**config.mk**
```make
export PLATFORM = sky130hd
export DESIGN_NAME = dbg_state_port_flat
export DESIGN_NICKNAME = d
export VERILOG_FILES = /design/src/rtl/dbg_pkg.sv /design/src/rtl/dbg_state_port_if.sv /design/src/rtl/dbg_out_stage.sv /design/src/rtl/dbg_state_port.sv /design/src/flat_wrapper.sv
export SDC_FILE = /design/constraint.sdc
export NUM_CORES = 1
export LEC_CHECK = 0
export ABC_AREA = 1
export CAP_MARGIN = 10
export CORE_MARGIN = 4
export CORE_UTILIZATION = 41
export CTS_BUF_LIST = sky130_fd_sc_hd__clkbuf_4 sky130_fd_sc_hd__clkbuf_8
export DETAILED_ROUTE_END_ITERATION = 6
export PLACE_DENSITY_LB_ADDON = 0.08
export SLEW_MARGIN = 20
export SYNTH_ARGS = -nofsm -noshare
export SYNTH_HDL_FRONTEND = slang
export SYNTH_HIERARCHICAL = 1
export SYNTH_SLANG_ARGS = --single-unit
```
**constraint.sdc**
```tcl
create_clock -name clk_i -period 5.2 [get_ports clk_i]
set_input_delay 1.04 -clock clk_i [delete_from_list [all_inputs] [get_ports clk_i]]
set_output_delay 1.04 -clock clk_i [all_outputs]
set_load 0.01 [all_outputs]
```
**src/rtl/dbg_pkg.sv**
```systemverilog
// Shared encodings and default sizes for the debug state port (program loader / state dumper).
package dbg_pkg;
    localparam int DEF_DATA_W   = 32;
    localparam int DEF_NUM_REGS = 32;
    localparam int DEF_DM_WORDS = 32;
    localparam int DEF_IM_WORDS = 64;
    localparam int IDX_W        = 7;
    localparam int TAG_W        = 8;
    localparam int TAG_DM       = 7;

    typedef enum logic [1:0] {
        OP_NOP      = 2'b00,
        OP_LOAD_IM  = 2'b01,
        OP_DUMP_RF  = 2'b10,
        OP_DUMP_ALL = 2'b11
    } op_e;

    typedef enum logic [2:0] {
        IDLE, LOAD, DUMP_RF, DUMP_DM, DRAIN
    } state_e;

    function automatic logic [IDX_W-1:0] clamp_len(input logic [IDX_W-1:0] len,
                                                   input int unsigned max_len);
        if (32'(len) > max_len) return IDX_W'(max_len);
        return len;
    endfunction
endpackage

```
**src/rtl/dbg_state_port_if.sv**
```systemverilog
// Command, load-word and dump-stream handshakes between the debug port and its driver.
interface dbg_state_port_if #(parameter int DATA_W = 32);
    logic              cmd_valid;
    logic              cmd_ready;
    logic [1:0]        cmd_op;
    logic [6:0]        cmd_len;
    logic              ld_valid;
    logic              ld_ready;
    logic [DATA_W-1:0] ld_data;
    logic              out_valid;
    logic              out_ready;
    logic [DATA_W-1:0] out_data;
    logic [7:0]        out_tag;
    logic              out_last;

    modport master (
        output cmd_valid, cmd_op, cmd_len, ld_valid, ld_data, out_ready,
        input  cmd_ready, ld_ready, out_valid, out_data, out_tag, out_last
    );
    modport slave (
        input  cmd_valid, cmd_op, cmd_len, ld_valid, ld_data, out_ready,
        output cmd_ready, ld_ready, out_valid, out_data, out_tag, out_last
    );
endinterface

```
**src/rtl/dbg_out_stage.sv**
```systemverilog
// Single-entry valid/ready output register; a load replaces any element leaving this cycle.
module dbg_out_stage #(
    parameter int DATA_W = 32,
    parameter int TAG_W  = 8
) (
    input  logic              clk,
    input  logic              rst,
    input  logic              load,
    input  logic [DATA_W-1:0] in_data,
    input  logic [TAG_W-1:0]  in_tag,
    input  logic              in_last,
    input  logic              ready,
    output logic              valid,
    output logic [DATA_W-1:0] data,
    output logic [TAG_W-1:0]  tag,
    output logic              last
);
    always_ff @(posedge clk) begin
        if (rst) begin
            valid <= 1'b0;
            data  <= '0;
            tag   <= '0;
            last  <= 1'b0;
        end else if (load) begin
            valid <= 1'b1;
            data  <= in_data;
            tag   <= in_tag;
            last  <= in_last;
        end else if (ready) begin
            valid <= 1'b0;
        end
    end
endmodule

```
**src/rtl/dbg_state_port.sv**
```systemverilog
// Debug port beside the CPU: writes instruction words into IM and streams RF (and DM) contents out.
module dbg_state_port
    import dbg_pkg::*;
#(
    parameter int DATA_W   = DEF_DATA_W,
    parameter int NUM_REGS = DEF_NUM_REGS,
    parameter int DM_WORDS = DEF_DM_WORDS,
    parameter int IM_WORDS = DEF_IM_WORDS
) (
    input  logic              clk_i,
    input  logic              rst_i,
    dbg_state_port_if.slave   bus,
    output logic              im_we_o,
    output logic [31:0]       im_addr_o,
    output logic [DATA_W-1:0] im_wdata_o,
    output logic [4:0]        rf_raddr_o,
    input  logic [DATA_W-1:0] rf_rdata_i,
    output logic [31:0]       dm_raddr_o,
    input  logic [DATA_W-1:0] dm_rdata_i,
    output logic              cpu_hold_o
);
    state_e             state, state_n;
    logic [IDX_W-1:0]   idx, idx_n, len, len_n;
    logic               all_mode, all_n;
    logic               cmd_ready, ld_ready, cap, cap_last;
    logic [DATA_W-1:0]  cap_data;
    logic [TAG_W-1:0]   cap_tag;
    logic               out_valid, out_last;

    always_ff @(posedge clk_i) begin
        if (rst_i) begin
            state    <= IDLE;
            idx      <= '0;
            len      <= '0;
            all_mode <= 1'b0;
        end else begin
            state    <= state_n;
            idx      <= idx_n;
            len      <= len_n;
            all_mode <= all_n;
        end
    end

    always_comb begin
        state_n    = state;
        idx_n      = idx;
        len_n      = len;
        all_n      = all_mode;
        cmd_ready  = 1'b0;
        ld_ready   = 1'b0;
        cap        = 1'b0;
        cap_data   = '0;
        cap_tag    = '0;
        cap_last   = 1'b0;
        rf_raddr_o = '0;
        dm_raddr_o = '0;
        unique case (state)
            IDLE: begin
                cmd_ready = 1'b1;
                if (bus.cmd_valid) begin
                    idx_n = '0;
                    case (op_e'(bus.cmd_op))
                        OP_LOAD_IM: begin
                            state_n = LOAD;
                            len_n   = clamp_len(bus.cmd_len, IM_WORDS);
                        end
                        OP_DUMP_RF: begin
                            state_n = DUMP_RF;
                            all_n   = 1'b0;
                        end
                        OP_DUMP_ALL: begin
                            state_n = DUMP_RF;
                            all_n   = 1'b1;
                        end
                        default: ;
                    endcase
                end
            end
            LOAD: begin
                // Gated by reset so an abort can never emit a stray IM write.
                ld_ready = (idx < len) && !rst_i;
                if (len == '0) begin
                    state_n = IDLE;
                end else if (bus.ld_valid && ld_ready) begin
                    idx_n = idx + IDX_W'(1);
                    if (idx == len - IDX_W'(1)) state_n = IDLE;
                end
            end
            DUMP_RF: begin
                rf_raddr_o              = idx[4:0];
                cap                     = !out_valid || bus.out_ready;
                cap_data                = rf_rdata_i;
                cap_tag[TAG_DM-1:0]     = idx;
                cap_last                = !all_mode && (idx == IDX_W'(NUM_REGS - 1));
                if (cap) begin
                    if (idx == IDX_W'(NUM_REGS - 1)) begin
                        idx_n   = '0;
                        state_n = all_mode ? DUMP_DM : DRAIN;
                    end else begin
                        idx_n = idx + IDX_W'(1);
                    end
                end
            end
            DUMP_DM: begin
                dm_raddr_o              = 32'(idx) << 2;
                cap                     = !out_valid || bus.out_ready;
                cap_data                = dm_rdata_i;
                cap_tag[TAG_DM]         = 1'b1;
                cap_tag[TAG_DM-1:0]     = idx;
                cap_last                = (idx == IDX_W'(DM_WORDS - 1));
                if (cap) begin
                    if (idx == IDX_W'(DM_WORDS - 1)) state_n = DRAIN;
                    else idx_n = idx + IDX_W'(1);
                end
            end
            DRAIN: begin
                if (out_valid && bus.out_ready && out_last) state_n = IDLE;
            end
            default: state_n = IDLE;
        endcase
    end

    dbg_out_stage #(.DATA_W(DATA_W), .TAG_W(TAG_W)) u_out (
        .clk     (clk_i),
        .rst     (rst_i),
        .load    (cap),
        .in_data (cap_data),
        .in_tag  (cap_tag),
        .in_last (cap_last),
        .ready   (bus.out_ready),
        .valid   (out_valid),
        .data    (bus.out_data),
        .tag     (bus.out_tag),
        .last    (out_last)
    );

    assign bus.out_valid = out_valid;
    assign bus.out_last  = out_last;
    assign bus.cmd_ready = cmd_ready;
    assign bus.ld_ready  = ld_ready;
    assign im_we_o       = bus.ld_valid && ld_ready;
    assign im_addr_o     = 32'(idx) << 2;
    assign im_wdata_o    = bus.ld_data;
    assign cpu_hold_o    = (state != IDLE);
endmodule

```
**src/flat_wrapper.sv**
```systemverilog
// flat-port wrapper written by rule: the top's interface ports become plain ports
module dbg_state_port_flat import dbg_pkg::*;
#(
    parameter int DATA_W   = DEF_DATA_W,
    parameter int NUM_REGS = DEF_NUM_REGS,
    parameter int DM_WORDS = DEF_DM_WORDS,
    parameter int IM_WORDS = DEF_IM_WORDS
)
  (clk_i, rst_i, im_we_o, im_addr_o, im_wdata_o, rf_raddr_o, rf_rdata_i, dm_raddr_o, dm_rdata_i, cpu_hold_o, bus_cmd_valid, bus_cmd_op, bus_cmd_len, bus_ld_valid, bus_ld_data, bus_out_ready, bus_cmd_ready, bus_ld_ready, bus_out_valid, bus_out_data, bus_out_tag, bus_out_last);
  dbg_state_port_if #(.DATA_W(DATA_W)) bus_i ();
  input  logic clk_i;
  input  logic rst_i;
  output logic im_we_o;
  output logic [31:0] im_addr_o;
  output logic [DATA_W-1:0] im_wdata_o;
  output logic [4:0] rf_raddr_o;
  input  logic [DATA_W-1:0] rf_rdata_i;
  output logic [31:0] dm_raddr_o;
  input  logic [DATA_W-1:0] dm_rdata_i;
  output logic cpu_hold_o;
  input wire logic [$bits(bus_i.cmd_valid)-1:0] bus_cmd_valid;
  input wire logic [$bits(bus_i.cmd_op)-1:0] bus_cmd_op;
  input wire logic [$bits(bus_i.cmd_len)-1:0] bus_cmd_len;
  input wire logic [$bits(bus_i.ld_valid)-1:0] bus_ld_valid;
  input wire logic [$bits(bus_i.ld_data)-1:0] bus_ld_data;
  input wire logic [$bits(bus_i.out_ready)-1:0] bus_out_ready;
  output wire logic [$bits(bus_i.cmd_ready)-1:0] bus_cmd_ready;
  output wire logic [$bits(bus_i.ld_ready)-1:0] bus_ld_ready;
  output wire logic [$bits(bus_i.out_valid)-1:0] bus_out_valid;
  output wire logic [$bits(bus_i.out_data)-1:0] bus_out_data;
  output wire logic [$bits(bus_i.out_tag)-1:0] bus_out_tag;
  output wire logic [$bits(bus_i.out_last)-1:0] bus_out_last;
  assign bus_i.cmd_valid = bus_cmd_valid;
  assign bus_i.cmd_op = bus_cmd_op;
  assign bus_i.cmd_len = bus_cmd_len;
  assign bus_i.ld_valid = bus_ld_valid;
  assign bus_i.ld_data = bus_ld_data;
  assign bus_i.out_ready = bus_out_ready;
  assign bus_cmd_ready = bus_i.cmd_ready;
  assign bus_ld_ready = bus_i.ld_ready;
  assign bus_out_valid = bus_i.out_valid;
  assign bus_out_data = bus_i.out_data;
  assign bus_out_tag = bus_i.out_tag;
  assign bus_out_last = bus_i.out_last;
  dbg_state_port #(.DATA_W(DATA_W), .NUM_REGS(NUM_REGS), .DM_WORDS(DM_WORDS), .IM_WORDS(IM_WORDS)) u_core (.clk_i(clk_i), .rst_i(rst_i), .bus(bus_i), .im_we_o(im_we_o), .im_addr_o(im_addr_o), .im_wdata_o(im_wdata_o), .rf_raddr_o(rf_raddr_o), .rf_rdata_i(rf_rdata_i), .dm_raddr_o(dm_raddr_o), .dm_rdata_i(dm_rdata_i), .cpu_hold_o(cpu_hold_o));
endmodule
```
==> summary.txt, run 1 <==
Yosys
  • Synth Instances: 570
  • Synth area leader: sky130_fd_sc_hd__dfxtp_1
  • Cell area after synthesis: 3960 sq um
  • Top-area cell type share of the netlist area: 0.303
  • Ranking of synthesized cells by area: sky130_fd_sc_hd__dfxtp_1 30%, sky130_fd_sc_hd__buf_4 16%, sky130_fd_sc_hd__nor2_1 13%, sky130_fd_sc_hd__a22o_1 7.1%, sky130_fd_sc_hd__nand2_1 6.0%
  • YS warnings: 6
  • Number of distinct library cell variants in the gate-level netlist after synthesis: 39
  • Post-synthesis area per instance: 6.95 sq um
  • Count of flip-flops with a built-in enable after synthesis: 0
  • Predominant post-synthesis flop cell: sky130_fd_sc_hd__dfxtp_1
  • Async set-reset flop share out of synthesis: 0
  • Sequential-to-total area share from yosys stat: 0.303
  • Commonest cells post-synth: 135 x sky130_fd_sc_hd__nor2_1, 83 x sky130_fd_sc_hd__buf_4, 63 x sky130_fd_sc_hd__nand2_1
  • Cell with the most instances after synthesis: sky130_fd_sc_hd__nor2_1
  • Total of flip-flops plus latches after synthesis: 60

Critical path
  • Endpoint type of the worst setup path: output port
  • Family with the most delay on the worst path: buffers and inverters
  • CP required: 4160 ps
  • Startpoint type of the worst setup path: input port
  • Worst stage delay on the critical path: 660 ps
  • Critical-path maximum fanout: 13
  • Critical-path cell list: clkdlybuf4s50_1, nor2_1, nand3_1, nor2_1, nand2_1, nor3_1, clkdlybuf4s50_1
  • Arrival time of data at the critical path endpoint: 2850 ps
  • Type of the worst setup path: input port to output port
  • Number of buffer and inverter instances along the worst setup path: 2
  • Highest-delay cell along the critical path: sky130_fd_sc_hd__clkdlybuf4s50_1

Clocking
  • Clock edge transition at the registers on the reported setup and hold paths: 60 ps
  • CTS HTree Levels: 3
  • Clock tree from TritonCTS: done
  • Total setup buffers inserted after CTS: 0
  • Worst-case clock buffer depth: 2
  • Clock Tree Root: sky130_fd_sc_hd__clkbuf_8
  • Number of gates resized after CTS: 0
  • Insertion delay of the later-clocked pin in the worst-skew pair: between 300 and 400 ps
  • Hold-fix buffer count after cts: 0
  • Total CTS buffers: 9
  • Number of sinks on the clock net: 60

Cells and area
  • Final design instance area without fill: 5170 sq um
  • Non-Filler Instances: 803
  • Final antenna diode count: 0
  • Fraction of layout instances using a drive strength above 1: 0.0593
  • Share of the core filled with cells: 0.554
  • Nets@finish: 790
  • Layout overhead on the synthesized area: 30.4%

Placement
  • Placed cells: 788
  • Placed instance area: roughly 5000 sq um
  • Post-detail-place hpwl: 9.18 mm
  • Number of port buffers: 142
  • Global placement routability congestion: 0.860

Timing
  • Slew Limit Fails: 0
  • Slew at the pin with the worst max-slew slack: 1030 ps
  • Share of the clock period used by the worst path: 0.748
  • Number of hold-slack violations in the final timing report: 0
  • Final critical-path required period: 3890 ps
  • Final setup violation count: 0
  • TNS Setup: 0 ps
  • Worst-case clock skew: 5.00 ps
  • Top achievable clock speed: 257 MHz
  • Relative slew slack: 0.310
  • Setup repair after global routing missed its margin: no

Routing
  • Initial DRC Count: ~160
  • Drt via density: 4.79
  • Antenna-violating nets left: 0
  • # DRC: 0
  • Number of vias in the routed layout: 3847
  • Drt total wl: 12.1 mm
  • Wirelength per Cell: 15.0 um
  • Detailed-routing iteration count for the pre-antenna-repair pass: 4

Global routing
  • Vias in the first global route: ~3600
  • Overflow left after global routing: 0
  • Global-route wire length before repair: 18.3 mm
  • Initial antenna violation count: 0
  • Largest net degree at the start of global routing: 43
  • GR Util All Layers: 0.203

Die
  • Die Span Y: between 100 and 150 um
  • I/O pin cnt: 257
  • Core area: approximately 9300 sq um
  • Row cnt: 35
  • Initial cell density of the core: 0.425
  • Die ar.: 11300 sq um
  • Die W: between 100 and 150 um

Power
  • Power density cells: 425 nW/um^2
  • IR drop worst, VDD: 0.209 mV
  • Leakage component of the power: between 2 and 2.5 nW
  • Post-layout power: 2.20 mW

Min path
  • Kind of path behind the tightest hold check: flop to flop

Status
  • Run status: finished, final reports clean

Job
  • Number of maximum-capacitance violations: 0
-- layout make-up --
cell class / count / area (sq um)
fillers: 950 / 4160
well taps: 129 / 161
repair buffers: 144 / 1440
multi-input cells: 409 / 2020
clock buffers: 11 / 151
flip-flops and latches: 60 / 1200
clock inverters: 4 / 25.0
inverters: 46 / 173
-- layout by cell type (no fill, tap or decap), drive strengths merged --
cell / n
a211oi: 1
a21oi: 18
a22o: 32
a22oi: 1
a31oi: 1
buf: 2
clkbuf: 11
clkdlybuf4s50: 142
clkinv: 3
clkinvlp: 2
conb: 50
dfxtp: 60
ha: 10
inv: 45
nand2: 64
nand3: 24
nand3b: 1
nand4: 2
nor2: 139
nor3: 3
o21ai: 54
o22ai: 1
o31ai: 1
o41ai: 1
or2: 3
xnor2: 1
xor2: 2
-- per-layer routing --
layer / vias up / part of all wire / track usage
li1: 1913 / - / -
met2: 160 / 0.50 / 0.352
met4: 0 / 0.019 / 0.0629
met1: 1746 / 0.41 / 0.247
met3: 28 / 0.076 / 0.0474
met5: - / 0 / 0
-- path summary, 6_finish.rpt --
path | cells after the start | end | slack [ps] | from
worst max-delay path | 7 | im_we_o | 1310 | rst_i
worst min-delay path | 2 | u_core/len[1] | 480 | u_core/len[1]
worst max register to register | 10 | u_core/idx[0] | 2720 | u_core/state[0]
worst min register to register | 2 | u_core/len[1] | 480 | u_core/len[1]
-- metrics by stage --
step                worst slack (ps)  hold slack [ps]
floorplan                       2540              459
CTS                             1290              484
global route                    1090              518
finish                          1310              483
detailed placement              1300              473
global placement                1310              475
-- sequential cells by signal, indices dropped and copies added, names as in the netlist --
| name | cells |
|---|---|
| u_core/idx | 7 |
| u_core/u_out/valid | 1 |
| u_core/all_mode | 1 |
| u_core/u_out/last | 1 |
| u_core/state | 3 |
| u_core/u_out/tag | 8 |
| u_core/len | 7 |
| u_core/u_out/data | 32 |
-- worst reg2reg max path: stages, from the launching register on --
cell                      delay (ps)
sky130_fd_sc_hd__dfxtp_1         450
sky130_fd_sc_hd__inv_2            80
sky130_fd_sc_hd__nor2_4          120
sky130_fd_sc_hd__inv_2            80
sky130_fd_sc_hd__nor2_4          640
sky130_fd_sc_hd__inv_2           250
sky130_fd_sc_hd__o21ai_2         230
sky130_fd_sc_hd__nor2_4           60
sky130_fd_sc_hd__nand2_2         180
sky130_fd_sc_hd__o21ai_1         170
sky130_fd_sc_hd__a21oi_1         150
-- report_power, final --
part | switching [mW] | total [mW] | internal, mW
logic | 0.649 | 1.15 | 0.497
registers | 0.0852 | 0.673 | 0.587
clock network | 0.183 | 0.378 | 0.194
-- cell families after synthesis --
logic type,Yosys count,synth area share
AND/OR/NAND/NOR,236,0.247
buffers and inverters,150,0.234
AO/OA/AOI/OAI,110,0.177
flip-flops,60,0.303
adder cells (fa/ha/maj),10,0.0316
XOR/XNOR,3,0.00663
other,1,0.000946
Power figures use the tool's default switching activity.
==> inputs of run 2 (changes only) <==
CORE_UTILIZATION = 38   (was 41)
clock period = 4 ns   (was 5.2 ns; I/O delays follow)
==> summary.txt, run 2 (synthesis results as in run 1) <==
Status
  • Run status: finished, final reports clean

Placement
  • Global placement routability congestion: 0.861 (+0.13%)
  • Post-detail-place hpwl: 8.69 mm (-5.3%)
  • Number of port buffers: 142 (unchanged)
  • Placed cells: 797 (+1.1%)

Critical path
  • Type of the worst setup path: flop to output port
  • Startpoint type of the worst setup path: flop
  • Critical-path maximum fanout: 33 (+20)
  • Arrival time of data at the critical path endpoint: 2460 ps (-390 ps)
  • CP required: 3200 ps (-960 ps)
  • Endpoint type of the worst setup path: output port

Global routing
  • Vias in the first global route: 3576 (-0.97%)
  • Initial antenna violation count: 0 (unchanged)
  • Largest net degree at the start of global routing: 43 (unchanged)
  • Global-route wire length before repair: 17.8 mm (-2.6%)
  • Overflow left after global routing: 0 (unchanged)
  • GR Util All Layers: 0.186 (-0.0167)

Cells and area
  • Fraction of layout instances using a drive strength above 1: 0.0650 (+0.00565)
  • Commonest non-fill, non-tap cell in the layout: sky130_fd_sc_hd__clkdlybuf4s50_1
  • Final antenna diode count: 0 (unchanged)
  • Non-Filler Instances: 813 (+1.2%)
  • Nets@finish: 792 (+0.25%)
  • Top library cells by usage in the layout, fill and taps aside: 142 x sky130_fd_sc_hd__clkdlybuf4s50_1, 134 x sky130_fd_sc_hd__nor2_1, 63 x sky130_fd_sc_hd__nand2_1, 60 x sky130_fd_sc_hd__dfxtp_1, 50 x sky130_fd_sc_hd__conb_1
  • Flip-flop count of the largest register after layout: 32 (unchanged)
  • Layout overhead on the synthesized area: 30.9%
  • Registers with the most flip-flops: u_core/u_out/data: 32 flops, u_core/u_out/tag: 8 flops
  • Register with the highest flop count: u_core/u_out/data

Routing
  • Wirelength per Cell: 14.3 um (-4.7%)
  • Drt total wl: 11.7 mm (-3.5%)
  • Initial DRC Count: 196 (+20%)
  • # DRC: 0 (unchanged)
  • Detailed-routing iteration count for the pre-antenna-repair pass: 4 (unchanged)
  • Drt via density: 4.72 (-1.4%)
  • Antenna-violating nets left: 0 (unchanged)
  • Number of vias in the routed layout: 3840 (-0.18%)

Clocking
  • Hold-fix buffer count after cts: 0 (unchanged)
  • Insertion delay of the later-clocked pin in the worst-skew pair: 330 ps (about the same)
  • Clock tree from TritonCTS: done
  • Worst-case clock buffer depth: 2 (unchanged)
  • CTS HTree Levels: 3 (unchanged)
  • Clock Tree Root: sky130_fd_sc_hd__clkbuf_8
  • Number of sinks on the clock net: 60 (unchanged)
  • Number of gates resized after CTS: 0 (unchanged)
  • Clock edge transition at the registers on the reported setup and hold paths: 70 ps (about the same)
  • Total setup buffers inserted after CTS: 0 (unchanged)
  • Total CTS buffers: 9 (unchanged)

Power
  • Leakage component of the power: 2.28 nW (+0.80%)
  • IR drop worst, VDD: 0.290 mV (+39%)
  • Power density cells: 550 nW/um^2 (+29%)
  • Post-layout power: 2.85 mW (+30%)

Job
  • Number of maximum-capacitance violations: 0 (unchanged)

Timing
  • Share of the clock period used by the worst path: 0.815
  • Setup repair after global routing missed its margin: no
  • Final critical-path required period: 3260 ps
  • Slew at the pin with the worst max-slew slack: 726 ps (-303 ps)
  • Worst-case clock skew: 5.62 ps (+0.626 ps)
  • Relative slew slack: 0.515 (+0.205)
  • TNS Setup: 0 ps (unchanged)
  • Top achievable clock speed: 307 MHz
  • Number of hold-slack violations in the final timing report: 0 (unchanged)
  • Final setup violation count: 0 (unchanged)
  • Slew Limit Fails: 0 (unchanged)

Die
  • Die Span Y: 110 um (+3.6%)
  • Core area: 10200 sq um (+9.7%)
  • Initial cell density of the core: 0.387 (-0.0375)
  • Die W: 110 um (+3.6%)
  • Row cnt: 37 (+5.7%)
  • Die ar.: 12100 sq um (+7.3%)
  • I/O pin cnt: 257 (unchanged)

Min path
  • Kind of path behind the tightest hold check: flop to flop
==> run 2: worst paths after layout <==
check,cells after the start,endpoint,slack [ps],start
worst max-delay path,8,rf_raddr_o[0],740,u_core/state[1]
worst min-delay path,2,u_core/len[1],490,u_core/len[1]
worst max register to register,10,u_core/idx[1],1560,u_core/len[2]
worst min register to register,2,u_core/len[1],490,u_core/len[1]
==> run 2: metrics by stage <==
step	worst slack (ps)	area, sq um	hold slack [ps]	utilization
final	740	5190	485	0.507
after detailed placement	892	5020	475	0.490
after CTS	701	5190	487	0.507
after global placement	938	5020	475	0.490
after floorplan	1820	4150	459	-
after global routing	536	5190	509	0.507
==> run 2: layout make-up <==
class	instances	area, sq um
Fill cell	1038	5040
Multi-Input combinational cell	409	2020
Timing Repair Buffer	146	1450
Sequential cell	60	1200
Inverter	46	173
Tap cell	136	170
Clock buffer	11	145
Clock inverter	5	27.5
==> run 2: where the power goes <==
group / switching [mW] / internal (mW)
clock network: 0.244 / 0.244
logic: 0.842 / 0.649
registers: 0.110 / 0.764
==> run 2: routing by layer <==
layer  GRT usage  vias up  part of all wire
met3      0.0431       28             0.075
met1       0.228     1735              0.40
met2       0.319      161              0.50
met4      0.0651        0             0.027
li1            -     1916                 -
met5           0        -                 0
==> run 2: critical path, cell delays in order, from the launching register on <==
cell,delay [ps]
sky130_fd_sc_hd__dfxtp_1,400
sky130_fd_sc_hd__inv_2,80
sky130_fd_sc_hd__nor2_1,200
sky130_fd_sc_hd__inv_2,160
sky130_fd_sc_hd__nor2_2,100
sky130_fd_sc_hd__buf_4,340
sky130_fd_sc_hd__inv_2,190
sky130_fd_sc_hd__nor2_1,130
sky130_fd_sc_hd__clkdlybuf4s50_1,540
